--- config.mk ---
export PLATFORM = sky130hd
export DESIGN_NAME = camera_capture_ctrl_flat
export DESIGN_NICKNAME = d
export VERILOG_FILES = /design/src/rtl/camera_capture_if.sv /design/src/rtl/camera_capture_ctrl.sv /design/src/flat_wrapper.sv
export SDC_FILE = /design/constraint.sdc
export NUM_CORES = 1
export LEC_CHECK = 0
export BUFFER_PORTS_ARGS = -buffer_cell sky130_fd_sc_hd__buf_2
export CAP_MARGIN = 40
export CORE_MARGIN = 5
export CORE_UTILIZATION = 41
export CTS_BUF_LIST = sky130_fd_sc_hd__clkbuf_8 sky130_fd_sc_hd__clkbuf_16
export CTS_CLUSTER_DIAMETER = 40
export CTS_CLUSTER_SIZE = 28
export DETAILED_ROUTE_END_ITERATION = 7
export SYNTH_ARGS = -nofsm -noshare
export SYNTH_HDL_FRONTEND = slang
export SYNTH_SLANG_ARGS = --single-unit
--- constraint.sdc ---
create_clock -name clk -period 2.2 [get_ports clk]
set_clock_uncertainty 0.05 [all_clocks]
set_input_delay 0.11 -clock clk [delete_from_list [all_inputs] [get_ports clk]]
set_output_delay 0.11 -clock clk [all_outputs]
set_load 0.005 [all_outputs]
--- src/rtl/camera_capture_if.sv ---
// Camera-side pixel stream, frame-buffer write port and consumer handshake
// for the frame-capture scheduler. The controller is the master.
interface camera_capture_if #(
    parameter int ADDR_W = 18
) ();
    // Camera pixel stream
    logic              vsync;
    logic [23:0]       pix_data;
    logic              pix_valid;
    // Frame-buffer write port
    logic              wr_en;
    logic              wr_buf;
    logic [ADDR_W-1:0] wr_addr;
    logic [23:0]       wr_data;
    // Consumer handshake
    logic              frame_valid;
    logic              frame_buf;
    logic              frame_ack;

    modport master (
        input  vsync, pix_data, pix_valid, frame_ack,
        output wr_en, wr_buf, wr_addr, wr_data, frame_valid, frame_buf
    );

    modport slave (
        output vsync, pix_data, pix_valid, frame_ack,
        input  wr_en, wr_buf, wr_addr, wr_data, frame_valid, frame_buf
    );
endinterface

--- src/rtl/camera_capture_ctrl.sv ---
// Frame-capture scheduler: frames the camera pixel stream on vsync, writes
// each frame into one of two ping-pong buffers and hands full buffers to the
// consumer in capture order. Frames are dropped when no buffer is free.
module camera_capture_ctrl #(
    parameter int IMG_W  = 416,
    parameter int IMG_H  = 416,
    parameter int ADDR_W = 18,
    parameter int CNT_W  = 16
) (
    input  logic             clk,
    input  logic             rst_n,
    input  logic             start,
    input  logic             continuous,
    input  logic             stop,
    camera_capture_if.master bus,
    output logic             busy,
    output logic [CNT_W-1:0] frame_cnt,
    output logic [CNT_W-1:0] drop_cnt,
    output logic [CNT_W-1:0] err_cnt
);
    localparam int FRAME_PIX = IMG_W * IMG_H;
    localparam logic [ADDR_W-1:0] LAST_ADDR = ADDR_W'(FRAME_PIX - 1);

    typedef enum logic [1:0] {
        IDLE     = 2'd0,
        WAIT_SOF = 2'd1,
        CAPTURE  = 2'd2
    } state_t;

    state_t            state_q, state_d;
    logic              cont_q;
    logic [1:0]        buf_full_q, buf_full_d;
    logic              wr_ptr_q, rd_ptr_q;
    logic [ADDR_W-1:0] pix_cnt_q;
    logic              wr_en_q, wr_buf_q;
    logic [ADDR_W-1:0] wr_addr_q;
    logic [23:0]       wr_data_q;
    logic [CNT_W-1:0]  frame_cnt_q, drop_cnt_q, err_cnt_q;

    // Per-cycle events decoded by the FSM
    logic accept, complete, sof, drop, short_frame, ack_ok;

    // Next-state and event decode; stop overrides everything else
    always_comb begin
        // NOTE: every signal written here gets a default first so no path can infer a latch.
        state_d     = state_q;
        accept      = 1'b0;
        complete    = 1'b0;
        sof         = 1'b0;
        drop        = 1'b0;
        short_frame = 1'b0;
        unique case (state_q)
            IDLE: begin
                if (start) state_d = WAIT_SOF;
            end
            WAIT_SOF: begin
                if (bus.vsync) begin
                    if (!buf_full_q[wr_ptr_q]) begin
                        sof     = 1'b1;
                        state_d = CAPTURE;
                    end else begin
                        drop = 1'b1;
                    end
                end
            end
            CAPTURE: begin
                // The pixel that shares a cycle with vsync is not frame data
                if (bus.vsync) begin
                    short_frame = 1'b1;
                end else if (bus.pix_valid) begin
                    accept = 1'b1;
                    if (pix_cnt_q == LAST_ADDR) begin
                        complete = 1'b1;
                        state_d  = cont_q ? WAIT_SOF : IDLE;
                    end
                end
            end
            default: state_d = IDLE;
        endcase
        if (stop) begin
            state_d     = IDLE;
            accept      = 1'b0;
            complete    = 1'b0;
            sof         = 1'b0;
            drop        = 1'b0;
            short_frame = 1'b0;
        end
    end

    // Buffer ownership: completion fills the write buffer, an ack frees the read buffer
    always_comb begin
        ack_ok     = bus.frame_ack && buf_full_q[rd_ptr_q];
        buf_full_d = buf_full_q;
        if (complete) buf_full_d[wr_ptr_q] = 1'b1;
        if (ack_ok)   buf_full_d[rd_ptr_q] = 1'b0;
    end

    // State, pointers, pixel counter, registered write port and statistics
    always_ff @(posedge clk or negedge rst_n) begin
        if (!rst_n) begin
            state_q     <= IDLE;
            cont_q      <= 1'b0;
            buf_full_q  <= '0;
            wr_ptr_q    <= 1'b0;
            rd_ptr_q    <= 1'b0;
            pix_cnt_q   <= '0;
            wr_en_q     <= 1'b0;
            wr_buf_q    <= 1'b0;
            wr_addr_q   <= '0;
            wr_data_q   <= '0;
            frame_cnt_q <= '0;
            drop_cnt_q  <= '0;
            err_cnt_q   <= '0;
        end else begin
            // NOTE: non-blocking assignments so every register samples pre-edge values.
            state_q    <= state_d;
            buf_full_q <= buf_full_d;
            wr_en_q    <= accept;
            if (state_q == IDLE && start && !stop) cont_q <= continuous;
            if (sof || short_frame) begin
                pix_cnt_q <= '0;
            end else if (accept) begin
                pix_cnt_q <= pix_cnt_q + ADDR_W'(1);
            end
            if (accept) begin
                wr_buf_q  <= wr_ptr_q;
                wr_addr_q <= pix_cnt_q;
                wr_data_q <= bus.pix_data;
            end
            if (complete) begin
                wr_ptr_q    <= ~wr_ptr_q;
                frame_cnt_q <= frame_cnt_q + CNT_W'(1);
            end
            if (ack_ok)      rd_ptr_q   <= ~rd_ptr_q;
            if (drop)        drop_cnt_q <= drop_cnt_q + CNT_W'(1);
            if (short_frame) err_cnt_q  <= err_cnt_q + CNT_W'(1);
        end
    end

    assign bus.wr_en       = wr_en_q;
    assign bus.wr_buf      = wr_buf_q;
    assign bus.wr_addr     = wr_addr_q;
    assign bus.wr_data     = wr_data_q;
    assign bus.frame_valid = buf_full_q[rd_ptr_q];
    assign bus.frame_buf   = rd_ptr_q;
    assign busy            = (state_q != IDLE);
    assign frame_cnt       = frame_cnt_q;
    assign drop_cnt        = drop_cnt_q;
    assign err_cnt         = err_cnt_q;
endmodule

--- src/flat_wrapper.sv ---
// flat-port wrapper written by rule: the top's interface ports become plain ports
module camera_capture_ctrl_flat 
#(
    parameter int IMG_W  = 416,
    parameter int IMG_H  = 416,
    parameter int ADDR_W = 18,
    parameter int CNT_W  = 16
)
  (clk, rst_n, start, continuous, stop, busy, frame_cnt, drop_cnt, err_cnt, bus_vsync, bus_pix_data, bus_pix_valid, bus_frame_ack, bus_wr_en, bus_wr_buf, bus_wr_addr, bus_wr_data, bus_frame_valid, bus_frame_buf);
  camera_capture_if #(.ADDR_W(ADDR_W)) bus_i ();
  input  logic clk;
  input  logic rst_n;
  input  logic start;
  input  logic continuous;
  input  logic stop;
  output logic busy;
  output logic [CNT_W-1:0] frame_cnt;
  output logic [CNT_W-1:0] drop_cnt;
  output logic [CNT_W-1:0] err_cnt;
  input wire logic [$bits(bus_i.vsync)-1:0] bus_vsync;
  input wire logic [$bits(bus_i.pix_data)-1:0] bus_pix_data;
  input wire logic [$bits(bus_i.pix_valid)-1:0] bus_pix_valid;
  input wire logic [$bits(bus_i.frame_ack)-1:0] bus_frame_ack;
  output wire logic [$bits(bus_i.wr_en)-1:0] bus_wr_en;
  output wire logic [$bits(bus_i.wr_buf)-1:0] bus_wr_buf;
  output wire logic [$bits(bus_i.wr_addr)-1:0] bus_wr_addr;
  output wire logic [$bits(bus_i.wr_data)-1:0] bus_wr_data;
  output wire logic [$bits(bus_i.frame_valid)-1:0] bus_frame_valid;
  output wire logic [$bits(bus_i.frame_buf)-1:0] bus_frame_buf;
  assign bus_i.vsync = bus_vsync;
  assign bus_i.pix_data = bus_pix_data;
  assign bus_i.pix_valid = bus_pix_valid;
  assign bus_i.frame_ack = bus_frame_ack;
  assign bus_wr_en = bus_i.wr_en;
  assign bus_wr_buf = bus_i.wr_buf;
  assign bus_wr_addr = bus_i.wr_addr;
  assign bus_wr_data = bus_i.wr_data;
  assign bus_frame_valid = bus_i.frame_valid;
  assign bus_frame_buf = bus_i.frame_buf;
  camera_capture_ctrl #(.IMG_W(IMG_W), .IMG_H(IMG_H), .ADDR_W(ADDR_W), .CNT_W(CNT_W)) u_core (.clk(clk), .rst_n(rst_n), .start(start), .continuous(continuous), .stop(stop), .bus(bus_i), .busy(busy), .frame_cnt(frame_cnt), .drop_cnt(drop_cnt), .err_cnt(err_cnt));
endmodule
Yosys cells after proc, flatten, opt, wreduce, memory -nomap -nowiden --
Index checks and enable logic that the tools add are counted.
Storage, ports and cells: output and inout bits 95, input port bits 32, logic and storage cells 87, register bits after elaboration 117
Operators by class: multiplexer cells 41, add/subtract/negate cells 4, $lt $le $gt $ge 4, reductions and logical operators 11, bitwise logic cells 5, eq/ne operators 9
Operators with widths (number):
- $add 16x1->16 const B | 3
- $mux 18 | 2
- $mux 1 | 27
- $add 18x1->18 const B | 1
- $eq 18x18->1 const B | 1
- $mux 2 | 9
- $ne 3x3->1 const B | 5
- $pmux 2 s3 | 1
- $reduce_and 6->1 | 1
- $logic_and 1x1->1 | 5
- $lt 1x2->1 const B | 2
- $reduce_bool 2->1 | 2
- $ne 3x2->1 const B | 1
- $and 2x2->2 | 1
- $demux 1 s1 | 2
- $eq 2x1->1 const B | 1
- $eq 2x2->1 const B | 1
- $ge 1x1->1 const B | 2
- $logic_not 2->1 | 1
- $not 1->1 | 2
- $not 2->2 | 1
- $or 2x2->2 | 1
- $logic_not 1->1 | 1
- $logic_or 1x1->1 | 1

Logic depth before layout (Yosys ltp) --
Gate-level depths: netlist of run 1.
depth in word-level cells 9, depth in mapped cells 8, gate-level depth less buffers 5

Worst setup path after synthesis of run 1 --
Ideal clock, no wire load.
kind register to register, start register u_core.state_q[0], end register u_core.wr_data_q[10] (netlist: u_core.bus.wr_data[10]), data required time 2.025 ns, arrival 1.735 ns, period minus slack after synthesis 1.910 ns, setup slack 0.290 ns, setup time 0.125 ns, stages on the path, launching flop included 8, path buffers 3, path through dfrtp_1 > buf_4 > nor4b_4 > buf_4 > nand2_2 > inv_2 > buf_4 > mux2_2
On the way: word-level cells in the longest chain between the ends 3
Ends and longest elaborated chain:
- from (decl) | RTL line camera_capture_ctrl.sv:30 | state_t state_q, state_d;
- from (signal assigned) | RTL line camera_capture_ctrl.sv:116 | state_q <= state_d;
- $eq 2x2->1 | RTL line camera_capture_ctrl.sv:52 | unique case (state_q)
- $mux 1 | RTL line camera_capture_ctrl.sv:52
- $mux 1 | RTL line camera_capture_ctrl.sv:80 | if (stop) begin
- to (signal assigned) | RTL line camera_capture_ctrl.sv:128 | wr_data_q <= bus.pix_data;
- to (decl) | RTL line camera_capture_ctrl.sv:37 | logic [23:0] wr_data_q;
No other way between the ends. A chain may end at the register's enable or synchronous reset.

Worst setup path after layout of run 1 --
start register u_core.state_q[0], end register u_core.pix_cnt_q[15]
On the way: word-level cells in the longest chain between the ends 5, elaborated cells on any way between the ends 11, those cells by class 2 x eq/ne; 7 x mux; 2 x reduce/logical
Ends and longest elaborated chain:
- $eq 2x1->1 / $eq 2x2->1 (equally long branches) | RTL line camera_capture_ctrl.sv:52
- $mux 1 | RTL line camera_capture_ctrl.sv:52
- $mux 1 | RTL line camera_capture_ctrl.sv:80
- $logic_or 1x1->1 | RTL line camera_capture_ctrl.sv:120 | if (sof || short_frame) begin
- $mux 18 / $reduce_bool 2->1 (equally long branches)
- to (signal assigned) | RTL line camera_capture_ctrl.sv:123 | pix_cnt_q <= pix_cnt_q + ADDR_W'(1);
- to (decl) | RTL line camera_capture_ctrl.sv:34 | logic [ADDR_W-1:0] pix_cnt_q;
Several ways; a longest one is shown, not always the timed one.

==> results.py, run 1 <==
metrics = {
    "sta": {
        "setup_violations": 0,
        "hold_slack_ns": 0.0496,
        "max_freq_ghz": 0.496,
        "worst_pin_slew_ns": 0.577,
        "rsz0062_at_grt": "no",
        "final-hold-violation-count": 0,
        "relSlewSlack_pct": 60.4,
        "finalCriticalPeriod_ns": 2.02,
        "post-route-period-util_pct": 91.7,
        "drv_slew": 0,
        "timing.setup.tns_ns": 0,
    },
    "route": {
        "drt_iter0_drc": 178,
        "drc": 0,
        "first_pass_iters": 4,
        "wl_met1_mm": 5.11,
        "wire_per_inst_um": 14.4,
        "vias": 3865,
        "highest_layer": "met4",
        "wl_mm": 11.2,
        "met2_length_mm": 5.42,
        "avgViaCountPerCell": 4.94,
        "wl_met3_um": 531,
        "antenna_left": 0,
    },
    "synth": {
        "synth_edf_count": 0,
        "synth_nets": 463,
        "synth-seq-cells": 117,
        "ys_types": 49,
        "ys_warn_count": 0,
        "async_flop_share_pct": 100,
        "syn-cell-area_um2": 5190,
        "syn_inst": 427,
        "avgSynthCellArea_um2": 12.1,
        "ys_seq_area_share_pct": 56.4,
        "dominantRegCellSynth": "dfrtp_1",
    },
    "clocking": {
        "path_clk_slew_ns": 0.05,
        "clock_path_buffers": 2,
        "clk_latency_ns": 0.41,
        "htree_levels": 4,
        "cts_buffers": 17,
        "cts-root-buf": "clkbuf_16",
        "cts.sinks": 117,
        "cts_tree": "built",
    },
    "global_route": {
        "antenna_found_initial": 0,
        "grt_pass1_wl_mm": 18.8,
        "track_usage_pct": 16.0,
        "grt_max_degree": 48,
        "grt_pass1_vias": 3878,
        "grt-ovfl-total": 0,
    },
    "setup_path": {
        "r2r-end": "u_core.pix_cnt_q[15]$_DFFE_PN0P_",
        "criticalPathCategory": "flip-flop to flip-flop",
        "reg2reg_slack_ns": 0.18,
        "path_buf_inv": 1,
        "cp-end-kind": "flip-flop",
        "cp-start-kind": "flip-flop",
        "r2r_start": "u_core.state_q[0]$_DFFE_PN0P_",
        "critPathTopFamily": "simple AND/OR/NAND/NOR gates",
        "reg2reg_depth": 5,
        "arrival_ns": 2.29,
        "path_max_fanout": 12,
        "slowest_stage": "or4_1",
        "worstPathRequired_ns": 2.48,
        "cpPeakStageDelay_ns": 0.49,
        "crit_chain": "nor4b_4, buf_4, nand3_1, or4_1, a21oi_1",
    },
    "finish": {
        "synthToLayoutAreaGrowth_pct": 34.6,
        "utilization_pct": 55.8,
        "final_cells": 783,
        "final_nets": 634,
        "final_area_um2": 6980,
        "diodes": 0,
        "layout-drive-gt1-share_pct": 37.6,
    },
    "die": {
        "pin_count": 127,
        "die_y_um": 122,
        "fp.dieW_um": 122,
        "initial_core_util_pct": 41.4,
        "rows": 41,
        "core_um2": 12500,
        "die_area_um2": 15000,
    },
    "place": {
        "gp_congestion": 0.778,
        "dpl.cell_count": 723,
        "hpwl_mm": 7.85,
        "place_area_um2": 6070,
        "io_buffer_count": 126,
    },
    "power": {
        "ir_drop_mv": 0.366,
        "p_per_area_nw_per_um2": 841,
        "p_leak_uw": 0.00364,
    },
    "min_path": {
        "holdPathStages": 3,
        "hold_start": "start",
        "worstHoldPathType": "input pin to flip-flop",
        "hold_end": "u_core.state_q[0]$_DFFE_PN0P_",
    },
    "outcome": {
        "status": "finished, final reports clean",
    },
    "flow_run": {
        "max_cap_viol_count": 0,
    },
}
synth_stat cells (5+ instances only):
cell / number / share of area (%)
dfrtp_1: 117 / 56
mux2_2: 45 / 9.8
xor2_1: 31 / 5.2
nand2_1: 27 / 2.0
xnor2_1: 21 / 3.5
nand3_1: 19 / 1.8
nor2_1: 17 / 1.2
a21oi_1: 14 / 1.4
nand4_1: 13 / 1.6
nor3_1: 13 / 1.3
inv_1: 12 / 0.87
o21ai_0: 10 / 0.96
and4_1: 8 / 1.4
buf_2: 7 / 0.68
and3_1: 6 / 0.72
o31ai_1: 6 / 0.87
or3_1: 6 / 0.72
or4_1: 5 / 0.72
metal layers:
layer  vias to the layer above  track usage [%]
met5                         -                0
met4                         0             7.42
met3                        14             4.65
met2                        80             25.0
met1                      1905             20.4
li1                       1866                -
cell type report:
type                            instances  area, µm²
Clock buffer                           21        480
Clock inverter                         11        154
Fill cell                            1134       5540
Inverter                               13       48.8
Multi-Input combinational cell        282       2130
Sequential cell                       117       2930
Tap cell                              172        215
Timing Repair Buffer                  167       1020
tightest hold or removal path: stages:
cell and delay (ns):
buf_2 0.11, o21ai_0 0.14, o32ai_1 0.09
cell usage in the layout (no fill, tap or decap), drive strengths merged, types with 2 or more instances in the layout:
| master | n |
|---|---|
| buf | 139 |
| dfrtp | 117 |
| mux2 | 46 |
| xor2 | 31 |
| dlygate4sd3 | 28 |
| nand2 | 28 |
| xnor2 | 21 |
| clkbuf | 21 |
| nand3 | 19 |
| nor2 | 17 |
| nand4 | 15 |
| a21oi | 14 |
| inv | 14 |
| nor3 | 14 |
| o21ai | 10 |
| and4 | 9 |
| o31ai | 6 |
| and3 | 6 |
| or3 | 6 |
| clkinv | 6 |
| or4 | 5 |
| and2 | 5 |
| nor4 | 5 |
| ha | 4 |
| bufinv | 4 |
| nor4b | 4 |
| mux2i | 2 |
| nor2b | 2 |
per-stage QoR:
| stage | power (µW) | setup slack (ns) |
|---|---|---|
| finish | 5870 | 0.184 |
| global placement | 2930 | 0.244 |
| floorplan | 2660 | 0.290 |
| detailed placement | 2950 | 0.180 |
| global route | 6150 | 0.0557 |
| CTS | 5950 | 0.170 |
power breakdown:
group          internal (µW)  leakage (µW)  total (µW)  switching (µW)
sequential              2320       0.00158        2420             101
combinational            302       0.00174         525             223
clock                   2000      0.000324        2920             927
cell families (layout without fill, tap and decap cells):
group | count (synthesis) | in the layout | synth area share (%)
adders and majority gates | 4 | 4 | 0.965
buffers and inverters | 28 | 212 | 2.48
xor gates and xnor gates | 52 | 52 | 8.78
AOI/OAI and AO/OA | 33 | 33 | 3.64
muxes | 48 | 48 | 10.4
DFF | 117 | 117 | 56.4
and+or+nand+nor | 145 | 145 | 17.2
worst max path at each step:
stage               slack [ns]  cells past startpoint                                 end                           from
floorplan                 0.29                      7  u_core.bus.wr_data[10]$_DFFE_PN0P_  u_core.state_q[0]$_DFFE_PN0P_
global placement          0.24                      5  u_core.bus.wr_data[10]$_DFFE_PN0P_  u_core.state_q[0]$_DFFE_PN0P_
detailed placement        0.18                      5   u_core.bus.wr_data[9]$_DFFE_PN0P_  u_core.state_q[0]$_DFFE_PN0P_
CTS                       0.17                      5   u_core.bus.wr_data[9]$_DFFE_PN0P_  u_core.state_q[0]$_DFFE_PN0P_
global route              0.06                      5    u_core.pix_cnt_q[13]$_DFFE_PN0P_  u_core.state_q[0]$_DFFE_PN0P_
finish                    0.18                      5    u_core.pix_cnt_q[15]$_DFFE_PN0P_  u_core.state_q[0]$_DFFE_PN0P_
flip-flops by register name, indices dropped and copies added (netlist names):
signal and count:
u_core.bus.wr_buf 1, u_core.wr_ptr_q 1, u_core.pix_cnt_q 18, u_core.bus.wr_addr 18, u_core.err_cnt 16, u_core.bus.wr_en 1, u_core.cont_q 1, u_core.bus.frame_buf 1
u_core.bus.wr_data 24, u_core.buf_full_q 2, u_core.state_q 2, u_core.drop_cnt 16, u_core.frame_cnt 16
what timing repair did:
item,CTS,global route
gates resized for setup,0,0
hold buffers,28,0
setup buffers,0,0
endpoints found under the hold margin,67,0
Power figures use the tool's default switching activity.
==> inputs of run 2 (changes only) <==
- RECOVER_POWER: not set -> 100
==> results.py, run 2 (same netlist as run 1, synthesis figures left out) <==
metrics = {
    "die": {
        "die_y_um": 122,
        "fp.dieW_um": 122,
        "pin_count": 127,
        "core_um2": 12500,
        "rows": 41,
        "die_area_um2": 15000,
        "initial_core_util_pct": 41.4,
    },
    "global_route": {
        "antenna_found_initial": 0,
        "grt-ovfl-total": 0,
        "grt_pass1_wl_mm": 18.8,
        "track_usage_pct": 16.0,
        "use_met1_pct": 20.4,
        "grt_pass1_vias": 3878,
        "busiest_layer": "met2",
        "grt_max_degree": 48,
        "grt.met2_usage_pct": 25.0,
        "use_met3_pct": 4.65,
    },
    "place": {
        "hpwl_mm": 7.85,
        "io_buffer_count": 126,
        "gp_congestion": 0.778,
    },
    "finish": {
        "mostFrequentLayoutCells": "dfrtp_1 (117), buf_2 (74), clkbuf_1 (53)",
        "largest_reg_flops": 24,
        "layout-drive-gt1-share_pct": 27.8,
        "final_common_cell": "dfrtp_1",
        "final_nets": 634,
        "diodes": 0,
        "synthToLayoutAreaGrowth_pct": 32.2,
        "utilization_pct": 54.8,
        "fillerInstances": 1174,
    },
    "clocking": {
        "cts_tree": "built",
        "cts.sinks": 117,
        "clock_path_buffers": 2,
        "htree_levels": 4,
        "path_clk_slew_ns": 0.05,
        "cts-root-buf": "clkbuf_16",
        "cts_buffers": 17,
        "clk_latency_ns": 0.41,
    },
    "route": {
        "vias": 3864,
        "wl_mm": 11.2,
        "antenna_left": 0,
        "wire_per_inst_um": 14.4,
        "avgViaCountPerCell": 4.93,
        "drc": 0,
        "first_pass_iters": 4,
        "drt_iter0_drc": 195,
    },
    "sta": {
        "timing.setup.tns_ns": 0,
        "rsz0062_at_grt": "no",
        "finalCriticalPeriod_ns": 2.01,
        "final-hold-violation-count": 0,
        "relSlewSlack_pct": 41.2,
        "post-route-period-util_pct": 91.4,
        "setup_violations": 0,
        "drv_slew": 0,
        "max_freq_ghz": 0.498,
        "worst_pin_slew_ns": 0.882,
    },
    "flow_run": {
        "max_cap_viol_count": 0,
    },
    "setup_path": {
        "criticalPathCategory": "flip-flop to flip-flop",
        "reg2reg_slack_ns": 0.19,
        "path_max_fanout": 8,
        "cp-start-kind": "flip-flop",
        "arrival_ns": 2.29,
        "cp-end-kind": "flip-flop",
        "worstPathRequired_ns": 2.48,
    },
    "min_path": {
        "worstHoldPathType": "input pin to flip-flop",
    },
    "outcome": {
        "status": "finished, final reports clean",
    },
    "power": {
        "p_leak_uw": 0.00340,
        "p_per_area_nw_per_um2": 850,
        "ir_drop_mv": 0.366,
    },
}
==> run 2: power by group <==
part | internal [µW] | switching (µW)
registers | 2320 | 104
logic | 266 | 222
clock network | 2000 | 925
total | 4580 | 1250
==> run 2: critical path, stage by stage (launching register included) <==
cell,delay [ns]
dfrtp_1,0.37
clkbuf_1,0.18
nand4bb_1,0.31
or4b_4,0.61
nor3_1,0.24
xor2_1,0.16
==> run 2: metal layers <==
| layer | up-vias | share of wire, % | routed length [µm] |
|---|---|---|---|
| li1 | 1866 | - | - |
| met1 | 1902 | 45 | 5090 |
| met2 | 82 | 48 | 5400 |
| met3 | 14 | 5.1 | 574 |
| met4 | 0 | 1.6 | 180 |
| met5 | - | 0 | 0 |
==> run 2: area by class of cell <==
cell class	count	area (µm²)	area share (%)
Clock buffer	21	480	7.00
Clock inverter	11	154	2.24
Inverter	13	48.8	0.711
Multi-Input combinational cell	282	2110	30.7
Sequential cell	117	2930	42.7
Tap cell	172	215	3.14
Timing Repair Buffer	167	926	13.5
==> run 2: final timing paths <==
kind,from,end,cells after the start
worst max-delay path,u_core.state_q[1]$_DFFE_PN0P_,u_core.drop_cnt[15]$_DFFE_PN0P_,5
worst min-delay path,start,u_core.state_q[0]$_DFFE_PN0P_,3
worst max register to register,u_core.state_q[1]$_DFFE_PN0P_,u_core.drop_cnt[15]$_DFFE_PN0P_,5
worst min register to register,u_core.drop_cnt[15]$_DFFE_PN0P_,u_core.drop_cnt[15]$_DFFE_PN0P_,1
max in group asynchronous,rst_n,u_core.bus.wr_addr[7]$_DFFE_PN0P_,3
min in group asynchronous,rst_n,u_core.drop_cnt[8]$_DFFE_PN0P_,2
==> run 2: stage by stage <==
step                total power, µW  hold WS, ns  std cells  worst slack, ns  area (µm²)
global placement               2930       0.0510        723            0.244        6070
CTS                            5950       0.0307        783            0.170        6980
floorplan                      2660       -0.236        427            0.290        5190
finish                         5830       0.0459        783            0.190        6860
global route                   6110       0.0686        783           0.0412        6860
detailed placement             2950       0.0598        723            0.180        6070
==> run 2: what timing repair did <==
action / in CTS / in global routing
gates resized for setup: 0 / 0
buffers inserted: 0 / 0
hold endpoints to repair: 67 / 0
hold buffers: 28 / 0
